### src/rtl/decoy.sv
// Decoy intensity selector: arms on a pps_trigger level, starts on the next pps_i
// rising edge, then turns each RNG read strobe into a one-cycle decoy pulse.
module decoy #(
  parameter int unsigned SYNC_STAGES = 2  // legal range 2..4
) (
  input  logic       clk240,
  input  logic       rst_240,
  input  logic       decoy_rst,
  input  logic       pps_i,
  input  logic       pps_trigger,
  input  logic [3:0] rng_value,
  input  logic       rd_en_4,
  output logic       decoy_signal
);

  typedef enum logic [1:0] {
    StIdle,
    StArmed,
    StRun
  } state_e;

  logic rst;
  assign rst = rst_240 | decoy_rst;

  logic [SYNC_STAGES-1:0] pps_sync_q;
  logic [SYNC_STAGES-1:0] trig_sync_q;
  // Marks which pps synchroniser stages hold post-reset samples rather than reset zeros.
  logic [SYNC_STAGES-1:0] sync_vld_q;
  logic                   pps_sync;
  logic                   trig_sync;
  logic                   sync_vld;
  logic                   pps_dly_q;
  logic                   pps_low_seen_q;
  logic                   pps_edge_d;
  logic                   pps_edge_q;
  state_e                 state_q;
  state_e                 state_d;
  logic                   decoy_d;
  logic                   decoy_q;

  // Upper RNG bits carry no meaning for this block.
  logic unused_rng;
  assign unused_rng = ^rng_value[3:1];

  assign pps_sync  = pps_sync_q[SYNC_STAGES-1];
  assign trig_sync = trig_sync_q[SYNC_STAGES-1];
  assign sync_vld  = sync_vld_q[SYNC_STAGES-1];

  // An edge needs a valid low sample first, so a pps_i already high at reset
  // release is not mistaken for a fresh rising edge.
  assign pps_edge_d = sync_vld & pps_sync & ~pps_dly_q & pps_low_seen_q;

  // Synchronisers, edge-detect delay and registered edge flag
  always_ff @(posedge clk240) begin
    if (rst) begin
      pps_sync_q     <= '0;
      trig_sync_q    <= '0;
      sync_vld_q     <= '0;
      pps_dly_q      <= 1'b0;
      pps_low_seen_q <= 1'b0;
      pps_edge_q     <= 1'b0;
    end else begin
      pps_sync_q     <= {pps_sync_q[SYNC_STAGES-2:0], pps_i};
      trig_sync_q    <= {trig_sync_q[SYNC_STAGES-2:0], pps_trigger};
      sync_vld_q     <= {sync_vld_q[SYNC_STAGES-2:0], 1'b1};
      pps_dly_q      <= pps_sync;
      pps_low_seen_q <= pps_low_seen_q | (sync_vld & ~pps_sync);
      pps_edge_q     <= pps_edge_d;
    end
  end

  // Control FSM next state; RUN is sticky until reset
  always_comb begin
    state_d = state_q;
    unique case (state_q)
      StIdle: begin
        if (trig_sync) state_d = StArmed;
      end
      StArmed: begin
        if (pps_edge_q) begin
          state_d = StRun;
        end else if (!trig_sync) begin
          state_d = StIdle;
        end
      end
      StRun: begin
        state_d = StRun;
      end
      default: begin
        state_d = StIdle;
      end
    endcase
  end

  // Decoy bit is taken only from strobes seen while already in RUN
  always_comb begin
    decoy_d = 1'b0;
    if (state_q == StRun) begin
      decoy_d = rd_en_4 & rng_value[0];
    end
  end

  // State and output registers
  always_ff @(posedge clk240) begin
    if (rst) begin
      state_q <= StIdle;
      decoy_q <= 1'b0;
    end else begin
      state_q <= state_d;
      decoy_q <= decoy_d;
    end
  end

  assign decoy_signal = decoy_q;

endmodule

### config.mk
export PLATFORM = sky130hd
export DESIGN_NAME = decoy
export DESIGN_NICKNAME = d
export VERILOG_FILES = /design/src/rtl/decoy.sv
export SDC_FILE = /design/constraint.sdc
export NUM_CORES = 1
export LEC_CHECK = 0
export CORE_AREA = 2 2 39 41
export CTS_BUF_LIST = sky130_fd_sc_hd__clkbuf_8
export DETAILED_ROUTE_END_ITERATION = 8
export DIE_AREA = 0 0 41 43
export HOLD_SLACK_MARGIN = 0.05
export SKIP_CTS_REPAIR_TIMING = 1
export SYNTH_ARGS = -nofsm -noshare
export SYNTH_HDL_FRONTEND = slang
export SYNTH_SLANG_ARGS = --single-unit
### constraint.sdc
create_clock -name clk240 -period 0.9 [get_ports clk240]
set_input_delay 0.18 -clock clk240 [delete_from_list [all_inputs] [get_ports clk240]]
set_output_delay 0.18 -clock clk240 [all_outputs]
set_load 0.005 [all_outputs]
==> flow_summary_export.csv <==
group,metric,value,unit
yosys,syn_avg_cell_area,11.8,um2
global_route,antenna_found_initial,0,
sta,setup_violations,0,
global_route,globalRouteTotalUtil,0.0799,
die,start_util,0.281,
die,core.rowCount,14,
pwr,power_leakage,0.225,nW
die,die_area,1760,um2
critical_path,crit_type,"flop to output port",
yosys,ys_types,13,
route,drcViolationCount,0,
yosys,synth_mux_area_frac,0,
die,die_height,43,um
sta,clock_skew,0.00130,ns
yosys,synthSimpleGateAreaFrac,0.228,
clock_network,clk_pin_slew,0.05,ns
sta,min_period_over_period,0.932,
finish,multi_input_area,129,um2
hold_path,hold_path.class,"input pin to flop",
die,io_pins,11,
finish,final_cell_mix,"dfxtp_1 (12), and2_1 (6), clkbuf_8 (4), clkdlybuf4s50_1 (4), dlymetal6s2s_1 (3)",
die,core_area,1380,um2
pwr,irDropWorstVdd,1150,uV
clock_network,root_buffer,"clkbuf_8",
critical_path,critical_path.cell_chain,"dlymetal6s2s_1",
finish,seq_area,240,um2
route,wl_per_cell,7.68,um
critical_path,cp_top_family,"flip-flops",
clock_network,cts_made_buffers,3,
clock_network,h-tree-depth,1,
critical_path,crit_fanout,1,
critical_path,arrival,0.66,ns
yosys,synth_fa_ha_area_frac,0,
sta,maxSlewHeadroom,0.853,
yosys,syn_nets,43,
critical_path,worst_path_max_delay_cell,"dfxtp_1",
critical_path,critPathCaptureType,"output port",
critical_path,r2r_slack,0.15,ns
finish,final_nets,54,
placed_design,portBuffers,7,
sta,max_freq,1.19,GHz
global_route,grt_pass1_wl,876,um
sta,maxSlewViolCount,0,
yosys,synth_compound_area_frac,0.0965,
sta,final.min_clock_period,0.838,ns
yosys,yosysSeqAreaShare,0.617,
finish,syn_to_final_growth,37.0,%
yosys,synth_top_family_by_area,"simple AND/OR/NAND/NOR gates",
route,drt_iter0_markers,1,
critical_path,critPathMaxStageDelay,0.29,ns
sta,whs,0.281,ns
route,first_pass_iters,2,
clock_network,insertion_delay,0.23,ns
global_route,grt_pass1_vias,239,
finish,drive_gt1_frac,0.186,
critical_path,cp-start-kind,"flop",
die,die_w,41,um
clock_network,cts_tree,"done",
critical_path,worstPathRequired,0.72,ns
placed_design,place.gp.congestion,0.569,
yosys,ys_seq_elements,12,
yosys,netlist_instances,33,
yosys,synthXorXnorAreaFrac,0,
clock_network,clkSinkCount,12,
yosys,synth_area,389,um2
pwr,p_per_area,2150,nW/um2
sta,hold_viol,0,
route,wirelength,453,um
route,via_count,231,
sta,rsz0062_at_grt,"false",
clock_network,cts_buffer_depth,2,
pwr,finalPower,1.14,mW
sta,worst_pin_slew,0.220,ns
status,status,"complete, no violations",
finish,nFillCells,139,
finish,final_common_cell,"dfxtp_1",
yosys,ys_warn_count,0,
global_route,overflow,0,
job,drv_cap,0,
global_route,grt_max_degree,8,
route,detail-route-antenna-nets,0,
critical_path,worst-path-buf-inv,1,
finish,antennaDiodeCount,0,
route,drt-vias-per-instance,3.92,
sequential cells by signal, indices dropped and copies added, names as in the netlist:
name            flops
pps_sync_q          2
state_q             2
sync_vld_q          2
trig_sync_q         2
decoy_signal        1
pps_dly_q           1
pps_edge_q          1
pps_low_seen_q      1
power by group:
part / internal [mW] / switching [mW] / total [mW] / leakage, nW
sequential: 0.542 / 0.00238 / 0.545 / 0.0974
clock: 0.384 / 0.172 / 0.556 / 0.0288
combinational: 0.0296 / 0.0144 / 0.0440 / 0.0989
routing by layer:
metal	global-route usage	vias up	wire length [um]
met1	0.0822	100	199
met4	0.0400	0	0
met3	0.0785	0	41
met5	0	-	0
li1	-	125	-
met2	0.103	6	212
synth_stat cells (all sizes together):
cell / instances / area (um2)
dfxtp: 12 / 240
and2: 6 / 37.5
inv: 3 / 11.3
a21oi: 2 / 10.0
nand2: 2 / 7.51
nand2b: 2 / 12.5
a2111oi: 1 / 27.5
buf: 1 / 11.3
nand3b: 1 / 7.51
nor3: 1 / 5.00
nor4: 1 / 12.5
or2: 1 / 6.26
final timing paths:
kind / start / end / cells past startpoint
max reg2reg: pps_edge_q / state_q[0] / 1
min reg2reg: pps_dly_q / pps_edge_q / 1
min: decoy_rst / state_q[0] / 3
max: decoy_signal / decoy_signal / 1
layout make-up:
type	instances	area share
Timing Repair Buffer	7	0.146
Multi-Input combinational cell	17	0.242
Clock buffer	4	0.103
Tap cell	16	0.0376
Sequential cell	12	0.451
Inverter	3	0.0211
logic make-up (layout without fill, tap and decap cells):
| family | count (synthesis) | after routing |
|---|---|---|
| simple gates | 14 | 14 |
| compound gates | 3 | 3 |
| buf+inv | 4 | 14 |
| flops | 12 | 12 |
metrics by stage:
stage	area, um2	utilization	TNS (ns)	std cells	setup WS (ns)
global placement	468	0.338	-3.89	55	-0.372
global route	533	0.385	0	59	0.0325
floorplan	389	-	0	33	0.0326
finish	533	0.385	0	59	0.0616
CTS	523	0.378	-1.48	59	-0.319
detailed placement	468	0.338	-4.13	55	-0.392
No activity file was read; power rests on OpenSTA's default activity.
